### src/rtl/table_port_arbiter.sv
// Two-requester arbiter for a single-port table RAM with a registered command stage and read-data steering.
// Define TABLE_ARB_RR_EN for round-robin arbitration; when it is undefined requester 0 always wins a conflict.
module table_port_arbiter #(
  parameter int unsigned ADDR_W     = 5,
  parameter int unsigned DATA_W     = 63,
  parameter int unsigned RD_LATENCY = 1
) (
  input  logic              clk,
  input  logic              rst_n,
  input  logic              r0_req,
  input  logic              r0_wr,
  input  logic [ADDR_W-1:0] r0_addr,
  input  logic [DATA_W-1:0] r0_wdata,
  output logic              r0_gnt,
  output logic              r0_rvalid,
  output logic [DATA_W-1:0] r0_rdata,
  input  logic              r1_req,
  input  logic              r1_wr,
  input  logic [ADDR_W-1:0] r1_addr,
  input  logic [DATA_W-1:0] r1_wdata,
  output logic              r1_gnt,
  output logic              r1_rvalid,
  output logic [DATA_W-1:0] r1_rdata,
  output logic              mem_enable,
  output logic              mem_wr_en,
  output logic [ADDR_W-1:0] mem_addr,
  output logic [DATA_W-1:0] mem_write_data,
  input  logic [DATA_W-1:0] mem_read_data,
  output logic [15:0]       conflict_cnt
);

  if (RD_LATENCY < 1 || RD_LATENCY > 2) begin : g_bad_latency
    $error("table_port_arbiter: RD_LATENCY must be 1 or 2");
  end

  logic              accept;
  logic              sel_wr;
  logic [ADDR_W-1:0] sel_addr;
  logic [DATA_W-1:0] sel_wdata;

  logic              mem_enable_q, mem_enable_d;
  logic              mem_wr_en_q, mem_wr_en_d;
  logic [ADDR_W-1:0] mem_addr_q, mem_addr_d;
  logic [DATA_W-1:0] mem_wdata_q, mem_wdata_d;
  logic [15:0]       cnt_q, cnt_d;

  // Tag stage 0 lines up with the command cycle; stage RD_LATENCY lines up with returned data.
  logic [RD_LATENCY:0] tag_v_q, tag_v_d;
  logic [RD_LATENCY:0] tag_own_q, tag_own_d;

`ifdef TABLE_ARB_RR_EN
  logic prio_q, prio_d;
`endif

  always_comb begin
    r0_gnt = 1'b0;
    r1_gnt = 1'b0;
    if (rst_n) begin
`ifdef TABLE_ARB_RR_EN
      r0_gnt = r0_req & (~r1_req | ~prio_q);
      r1_gnt = r1_req & (~r0_req |  prio_q);
`else
      r0_gnt = r0_req;
      r1_gnt = r1_req & ~r0_req;
`endif
    end
  end

  always_comb begin
    accept    = r0_gnt | r1_gnt;
    sel_wr    = r1_gnt ? r1_wr    : r0_wr;
    sel_addr  = r1_gnt ? r1_addr  : r0_addr;
    sel_wdata = r1_gnt ? r1_wdata : r0_wdata;
  end

  always_comb begin
    mem_enable_d = accept;
    mem_wr_en_d  = accept & sel_wr;
    mem_addr_d   = accept ? sel_addr  : mem_addr_q;
    mem_wdata_d  = accept ? sel_wdata : mem_wdata_q;
    tag_v_d      = {tag_v_q[RD_LATENCY-1:0], accept & ~sel_wr};
    tag_own_d    = {tag_own_q[RD_LATENCY-1:0], r1_gnt};
    cnt_d        = cnt_q;
    if (r0_req && r1_req && cnt_q != 16'hFFFF) begin
      cnt_d = cnt_q + 16'd1;
    end
  end

`ifdef TABLE_ARB_RR_EN
  always_comb begin
    prio_d = prio_q;
    if (r0_gnt) begin
      prio_d = 1'b1;
    end else if (r1_gnt) begin
      prio_d = 1'b0;
    end
  end

  always_ff @(posedge clk) begin
    if (!rst_n) begin
      prio_q <= 1'b0;
    end else begin
      prio_q <= prio_d;
    end
  end
`endif

  always_ff @(posedge clk) begin
    if (!rst_n) begin
      mem_enable_q <= 1'b0;
      mem_wr_en_q  <= 1'b0;
      mem_addr_q   <= '0;
      mem_wdata_q  <= '0;
      tag_v_q      <= '0;
      tag_own_q    <= '0;
      cnt_q        <= '0;
    end else begin
      mem_enable_q <= mem_enable_d;
      mem_wr_en_q  <= mem_wr_en_d;
      mem_addr_q   <= mem_addr_d;
      mem_wdata_q  <= mem_wdata_d;
      tag_v_q      <= tag_v_d;
      tag_own_q    <= tag_own_d;
      cnt_q        <= cnt_d;
    end
  end

  assign mem_enable     = mem_enable_q;
  assign mem_wr_en      = mem_wr_en_q;
  assign mem_addr       = mem_addr_q;
  assign mem_write_data = mem_wdata_q;
  assign conflict_cnt   = cnt_q;

  assign r0_rvalid = tag_v_q[RD_LATENCY] & ~tag_own_q[RD_LATENCY];
  assign r1_rvalid = tag_v_q[RD_LATENCY] &  tag_own_q[RD_LATENCY];
  assign r0_rdata  = r0_rvalid ? mem_read_data : '0;
  assign r1_rdata  = r1_rvalid ? mem_read_data : '0;

endmodule

### config.mk
export PLATFORM = sky130hd
export DESIGN_NAME = table_port_arbiter
export DESIGN_NICKNAME = d
export VERILOG_FILES = /design/src/rtl/table_port_arbiter.sv
export SDC_FILE = /design/constraint.sdc
export NUM_CORES = 1
export LEC_CHECK = 0
export ABC_AREA = 0
export CAP_MARGIN = 20
export CORE_AREA = 2 2 165 167
export DETAILED_ROUTE_END_ITERATION = 12
export DIE_AREA = 0 0 167 169
export PLACE_DENSITY = 0.62
export SKIP_LAST_GASP = 1
export SLEW_MARGIN = 30
export SYNTH_ARGS = -nofsm -noshare
export SYNTH_HDL_FRONTEND = slang
export SYNTH_SLANG_ARGS = --single-unit
### constraint.sdc
create_clock -name clk -period 2.1 [get_ports clk]
set_input_delay 0.315 -clock clk [delete_from_list [all_inputs] [get_ports clk]]
set_output_delay 0.315 -clock clk [all_outputs]
set_load 0.02 [all_outputs]
# Yosys cells after proc, flatten, opt, wreduce, memory -nomap -nowiden
# Cells that the tools add are included.
dict set report classes {
  addsub 1
  n_eq_ne 1
  n_mux 7
  bitwise_logic 9
  n_reduce_logical 2
}
# op count
set ops {}
lappend ops {{$mux 63} 3}
lappend ops {{$add 16x1->16 const B} 1}
lappend ops {{$ne 16x16->1 const B} 1}
lappend ops {{$and 1x1->1} 5}
lappend ops {{$mux 5} 1}
lappend ops {{$mux 1} 3}
lappend ops {{$not 1->1} 3}
lappend ops {{$logic_and 1x1->1} 2}
lappend ops {{$or 1x1->1} 1}
dict set report word_totals {
  reg_bits 90
  input_bits 205
  output_inout_bits 216
}

# Logic depth before layout (Yosys ltp)
# Gate-level depths: netlist of run 1.
dict set report logic_depth {
  ltp_word 6
  depth_mapped 7
  ltp_nobuf 5
}

# Worst setup path before layout of run 1
# No wires, ideal clock.
dict set report synth_timing {
  path_kind {register to register}
  startpoint {register cnt_q[0], in the netlist conflict_cnt[0]}
  endpoint {register cnt_q[10], in the netlist conflict_cnt[10]}
  setup_time_ps 71
  t_arrival_ps 1964
  required_ps 2029
  setup_slack_ps 66
  path_stages_with_launch 6
  path_buffers 0
  path_cell_list {dfxtp_1 ha_1 nand4_1 or3_1 or4_1 a21oi_1}
}
dict set report synth_via {
  elab_chain_len 2
  elab_cells_between_ends 3
  classes_between {add/sub: 1; eq/ne: 1; reduce/logical: 1}
}
# element line_no
set synth_lines {}
lappend synth_lines {{from (decl)} 45} ;# logic [15:0] cnt_q, cnt_d;
lappend synth_lines {{from (signal assigned)} 124} ;# cnt_q <= cnt_d;
lappend synth_lines {{parallel branches: the longest is 2 deep, another holds $add 16x1->16} -}
# Parallel ways; which one is timed is not known.
# A chain may end at the register's enable or synchronous reset.

# Worst setup path after layout of run 1
dict set report layout_timing {
  startpoint {register tag_v_q[1]}
  endpoint {output r1_rdata[19]}
}
dict set report layout_via {
  elab_chain_len 2
}
# element line_no
set layout_lines {}
lappend layout_lines {{from (decl)} 48} ;# logic [RD_LATENCY:0] tag_v_q, tag_v_d;
lappend layout_lines {{from (signal assigned)} 122} ;# tag_v_q <= tag_v_d;
lappend layout_lines {{$and 1x1->1} 135} ;# assign r1_rvalid = tag_v_q[RD_LATENCY] & tag_own_q[RD_LATENCY];
lappend layout_lines {{$mux 63} 137} ;# assign r1_rdata = r1_rvalid ? mem_read_data : '0;
lappend layout_lines {{to (decl)} 23} ;# output logic [DATA_W-1:0] r1_rdata,
# No other way between the ends.

==> results.py, run 1 <==
metrics = {
    "yosys": {
        "synth_ff_type": "dfxtp_1",
        "yosys.area.top_type_share_pct": 36.84,
        "synth_edf_count": 0,
        "synthArstFlopShare_pct": 0,
        "synth_cells": 637,
        "yosys_warnings": 0,
        "syn_nets": 843,
        "synth_area_leaders": "dfxtp_1, mux2i_1, nor2_1, and2_1, and3_1",
        "yosysUniqueCellTypes": 31,
        "syn_area_um2": 4891,
        "synth_seq_area_share_pct": 36.84,
        "avgSynthCellArea_um2": 7.678,
        "ys_seq_elements": 90,
        "yosysTopAreaCell": "dfxtp_1",
    },
    "timing": {
        "max_freq_mhz": 479.1,
        "finalHoldViolCount": 0,
        "tightest_slew_ns": 0.8697,
        "fin_skew_ns": 0.005491,
        "setup_slack_ns": 0.01283,
        "finalCritPeriodShare_pct": 99.39,
        "setup_viol": 0,
        "finalMaxSlewViolations": 0,
        "rsz0062_at_grt": "true",
        "fin_crit_ns": 2.087,
        "slew_headroom_pct": 42.02,
    },
    "cells_and_area": {
        "most-common-layout-cells": "clkdlybuf4s50_1, nor2_1, dfxtp_1, dlygate4sd2_1, a21oi_1",
        "fin_area_um2": 9789,
        "syn2layout_area_growth_pct": 100.2,
        "fin_nets": 1240,
        "drive_gt1_share_pct": 5.588,
        "layout_commonest_cell": "clkdlybuf4s50_1",
    },
    "grt": {
        "grt_overflow": 0,
        "grt_pass1_vias": 5747,
        "track_usage_pct": 15.56,
        "antenna_found_initial": 1,
        "grt_pass1_wl_mm": 34.08,
        "grt_max_degree": 115,
    },
    "critical_path": {
        "reg2regPathDepth": 4,
        "startpoint_type": "flop",
        "worstPathRequired_ns": 1.78,
        "crit_buf_inv": 2,
        "r2r_setup_slack_ns": 0.19,
        "worstPathMaxFanout": 45,
        "slowest_delay_ns": 0.61,
        "path_cells": "buf_8 -> and3_1 -> clkdlybuf4s50_1",
        "arrival_ns": 1.77,
        "crit_family": "buffers and inverters",
        "rr_startpoint": "conflict_cnt[4]$_SDFFE_PN0P_",
        "path_class": "reg -> out",
        "end_kind": "output pin",
        "crit-reg2reg-capture": "conflict_cnt[9]$_SDFFE_PN0P_",
        "slowest_stage": "clkdlybuf4s50_1",
        "cp.depth": 3,
    },
    "floorplanning": {
        "core_um2": 26500,
        "start_util_pct": 18.46,
        "die_w_um": 167,
        "die-area_um2": 28220,
        "io_pins": 421,
        "die_h_um": 169,
        "rows": 60,
    },
    "clock_tree": {
        "cts_made_buffers": 9,
        "clk_latency_ns": 0.35,
        "cts_buffer_depth": 2,
        "cts_hold_buffers": 0,
        "htreeDepth": 3,
        "clock-sinks": 90,
        "clk_pin_slew_ns": 0.06,
        "cts_tree": "yes",
        "cts-root-buf": "clkbuf_16",
    },
    "pwr": {
        "power_w": 0.004753,
        "peakVddDrop_mv": 0.3315,
        "power.density_nw_per_um2": 485.5,
        "p_leak_nw": 4.760,
    },
    "route": {
        "dr.first_iter.drc_count": 222,
        "vias": 5987,
        "wire_per_inst_um": 16.85,
        "viasPerCell": 4.338,
        "post-route-drc-count": 0,
        "drt.antenna.violating_nets": 0,
        "routed_wl_mm": 23.25,
        "firstDrtPassIters": 5,
    },
    "worst_hold_path": {
        "holdPathEnd": "tag_own_q[0]$_SDFF_PN0_",
        "holdPathStages": 3,
        "min_from": "r0_req",
        "min_path_type": "in -> reg",
    },
    "placement": {
        "place_area_um2": 9545,
        "gp_congestion": 0.8140,
        "portBuffers": 420,
        "dp.final_hpwl_mm": 18.16,
        "dp_slack_ns": 0.1060,
    },
    "job": {
        "maxCapViolCount": 0,
    },
    "status": {
        "status": "completed",
    },
}
power breakdown:
part / total, W / switching (W) / internal, W
clock network: 0.00167 / 0.000722 / 0.000951
logic: 0.00123 / 0.000541 / 0.000688
registers: 0.00185 / 0.0000503 / 0.00180
per-stage QoR:
stage               utilization [%]  hold WS, ns  setup TNS [ns]  instances
floorplan                         -       0.4119               0        637
global placement              36.01       0.4144               0       1364
detailed placement            36.02       0.4216               0       1364
CTS                           36.76       0.3413         -0.1095       1379
global route                  36.93       0.3642         -0.3013       1379
finish                        36.94       0.3601               0       1380
how the worst max path moves through the flow:
stage,startpoint,endpoint
final,tag_v_q[1]$_SDFF_PN0_,r1_rdata[19]
after global routing,tag_v_q[1]$_SDFF_PN0_,r1_rdata[19]
after CTS,tag_v_q[1]$_SDFF_PN0_,r1_rdata[20]
after detailed placement,rst_n,r0_gnt
after global placement,rst_n,r0_gnt
after floorplan,conflict_cnt[0]$_SDFFE_PN0P_,conflict_cnt[10]$_SDFFE_PN0P_
state kept, by name (all words and copies together), names as in the netlist:
signal	count
conflict_cnt	16
mem_addr	5
mem_enable	1
mem_wr_en	1
mem_write_data	63
tag_own_q	2
tag_v_q	2
worst reg2reg max path: cells and delay by family, from the launching register on:
kind	cells	cell delay, ns
buffers and inverters	1	0.07
DFF	1	0.41
AOI/OAI and AO/OA	1	0.16
and+or+nand+nor	2	1.21
repair_timing:
action | in CTS | in global routing
gates resized for setup | 86 | 18
buffers inserted | 0 | 0
setup endpoints to repair | 113 | 24
area by class of cell:
class                           count  area (µm²)
Fill cell                        2792       16710
Timing Repair Buffer              443        4385
Multi-Input combinational cell    485        2858
Sequential cell                    90        1803
Tap cell                          341       426.7
Clock buffer                       11       242.7
Clock inverter                      4       52.55
Inverter                            5       18.77
Antenna cell                        1       2.502
kinds of logic after synthesis:
family	share of synthesized area (%)
DFF	36.84
buffers and inverters	4.886
and+or+nand+nor	32.95
muxes	14.33
AOI/OAI and AO/OA	10.74
adders and majority gates	0.2558
per-layer routing:
layer	up-vias	GRT usage (%)	share of wire, %
li1	2967	-	-
met1	2720	17.19	39
met2	275	27.88	50
met3	25	4.957	8.2
met4	0	5.847	2.7
met5	-	0	0
synthesized netlist by cell type, types with 6 or more instances:
cell type / number
or4_1: 8
mux2i_1: 70
nand2_1: 6
buf_1: 8
a21oi_1: 78
o31ai_1: 6
and3_1: 65
nand4_1: 6
dfxtp_1: 90
nor2_1: 143
clkbuf_1: 44
and2_1: 70
No activity file was read; power rests on OpenSTA's default activity.
==> run 2: changes to the inputs <==
Settings changed: RECOVER_POWER set to 25.
==> run 2 against run 1 <==
  * Non-clock buffer count stayed put
  * Core utilization is 0.080 points lower
  * Highest routed layer unchanged
  * Maximum frequency decreased by 0.13%
  * Total power about the same
  * Clock power about the same
  * Wire length about the same
  * Largest cell class unchanged
  * First-iteration DRC count up 0.45%
==> results.py, run 2 (same netlist as run 1, synthesis figures left out) <==
metrics = {
    "floorplanning": {
        "rows": 60,
        "io_pins": 421,
        "die_w_um": 167,
        "core_um2": 26500,
        "die-area_um2": 28220,
        "die_h_um": 169,
        "start_util_pct": 18.46,
    },
    "timing": {
        "finalCritPeriodShare_pct": 99.52,
        "finalMaxSlewViolations": 0,
        "fin_skew_ns": 0.005491,
        "setup_slack_ns": 0.01001,
        "hold_ws_ns": 0.3547,
        "rsz0062_at_grt": "true",
        "tightest_slew_ns": 0.8709,
        "max_freq_mhz": 478.5,
        "slew_headroom_pct": 41.94,
        "finalHoldViolCount": 0,
        "setup_viol": 0,
        "fin_crit_ns": 2.090,
        "setup_tns_ns": 0,
    },
    "route": {
        "viasPerCell": 4.331,
        "post-route-drc-count": 0,
        "wire_per_inst_um": 16.85,
        "firstDrtPassIters": 4,
        "vias": 5977,
        "drt.antenna.violating_nets": 0,
        "routed_wl_mm": 23.26,
        "dr.first_iter.drc_count": 223,
    },
    "clock_tree": {
        "cts-root-buf": "clkbuf_16",
        "clk_latency_ns": 0.35,
        "cts_setup_buffers": 0,
        "clock-sinks": 90,
        "cts_made_buffers": 9,
        "clk_pin_slew_ns": 0.07,
        "cts_hold_buffers": 0,
        "htreeDepth": 3,
        "cts_tree": "yes",
        "cts_buffer_depth": 2,
    },
    "cells_and_area": {
        "finalNonFillerCells": 1380,
        "drive_gt1_share_pct": 5.395,
        "syn2layout_area_growth_pct": 99.72,
        "multi_input_area_um2": 2858,
        "fin_nets": 1240,
        "fillers": 2794,
        "layout_commonest_cell": "clkdlybuf4s50_1",
        "ff_latch_area_um2": 1803,
        "most-common-layout-cells": "clkdlybuf4s50_1, nor2_1, dfxtp_1, dlygate4sd2_1, a21oi_1",
        "largest_reg_flops": 63,
    },
    "grt": {
        "use_met1_pct": 17.19,
        "track_usage_pct": 15.56,
        "antenna_found_initial": 1,
        "gr-max-usage-layer": "met2",
        "grt_pass1_wl_mm": 34.08,
        "grt_max_degree": 115,
        "grt_pass1_vias": 5747,
        "grt_overflow": 0,
        "use_met3_pct": 4.957,
        "use_met2_pct": 27.88,
    },
    "critical_path": {
        "worstPathMaxFanout": 45,
        "slowest_stage": "clkdlybuf4s50_1",
        "path_class": "reg -> out",
        "path_cells": "buf_8 -> and3_1 -> clkdlybuf4s50_1",
        "worstPathRequired_ns": 1.78,
        "slowest_delay_ns": 0.61,
        "arrival_ns": 1.77,
        "startpoint_type": "flop",
        "end_kind": "output pin",
    },
    "job": {
        "maxCapViolCount": 0,
    },
    "pwr": {
        "power.density_nw_per_um2": 486.5,
        "p_leak_nw": 4.751,
        "peakVddDrop_mv": 0.3316,
    },
    "placement": {
        "dp.final_hpwl_mm": 18.16,
        "portBuffers": 420,
        "gp_congestion": 0.8140,
        "dpl.cell_count": 1364,
        "dp_slack_ns": 0.1060,
    },
    "worst_hold_path": {
        "min_path_type": "in -> reg",
    },
    "status": {
        "status": "completed",
    },
}
[run 2: cell types whose count changed in the layout (fill, tap and decap cells not counted), sizes merged]
| cell | delta |
|---|---|
| buf | -4 |
| clkbuf | +4 |
| clkdlybuf4s50 | -1 |
| dlygate4sd3 | +1 |
[run 2: worst max-delay path: cells and delay by family, from the launching register on]
family | cells | cell delay (ns)
flip-flops | 1 | 0.38
AND/OR/NAND/NOR | 1 | 0.21
buffers and inverters | 2 | 0.83
[run 2: path summary, 6_finish.rpt]
check                                                   from                           end  slack (ns)  cells after the start
worst min-delay path                                  r0_req       tag_own_q[0]$_SDFF_PN0_        0.35                      3
worst min register to register       tag_own_q[0]$_SDFF_PN0_       tag_own_q[1]$_SDFF_PN0_        0.43                      1
worst max-delay path                   tag_v_q[1]$_SDFF_PN0_                  r1_rdata[19]        0.01                      3
worst max register to register  conflict_cnt[4]$_SDFFE_PN0P_  conflict_cnt[9]$_SDFFE_PN0P_        0.18                      4
[run 2: repair_timing]
action                     in CTS  in global routing
setup endpoints to repair     113                 24
gates resized for setup        86                 18
hold endpoints to repair        0                  0
[run 2: layer usage]
metal  share of wire [%]  vias to the layer above
met4                 2.7                        0
met2                  50                      268
met5                   0                        -
met1                  39                     2717
li1                    -                     2968
met3                 8.2                       24
[run 2: final cells by class]
class / count / share of cell area (%)
well taps: 341 / 4.368
clock inverters: 4 / 0.5380
diodes: 1 / 0.02562
multi-input cells: 485 / 29.26
flip-flops and latches: 90 / 18.46
repair buffers: 443 / 44.68
clock buffers: 11 / 2.485
inverters: 5 / 0.1921
[run 2: stage by stage]
stage | instance area (µm²) | util, % | power [W]
floorplan | 4891 | - | 0.002387
global placement | 9542 | 36.01 | 0.003140
detailed placement | 9545 | 36.02 | 0.003147
CTS | 9741 | 36.76 | 0.004845
global route | 9766 | 36.85 | 0.004979
finish | 9768 | 36.86 | 0.004753
[run 2: power breakdown]
part	leakage (nW)	internal [W]	switching [W]	total (W)
sequential	0.742	0.00180	0.0000503	0.00185
combinational	3.87	0.000683	0.000540	0.00122
clock	0.134	0.000951	0.000728	0.00168
total	4.75	0.00343	0.00132	0.00475
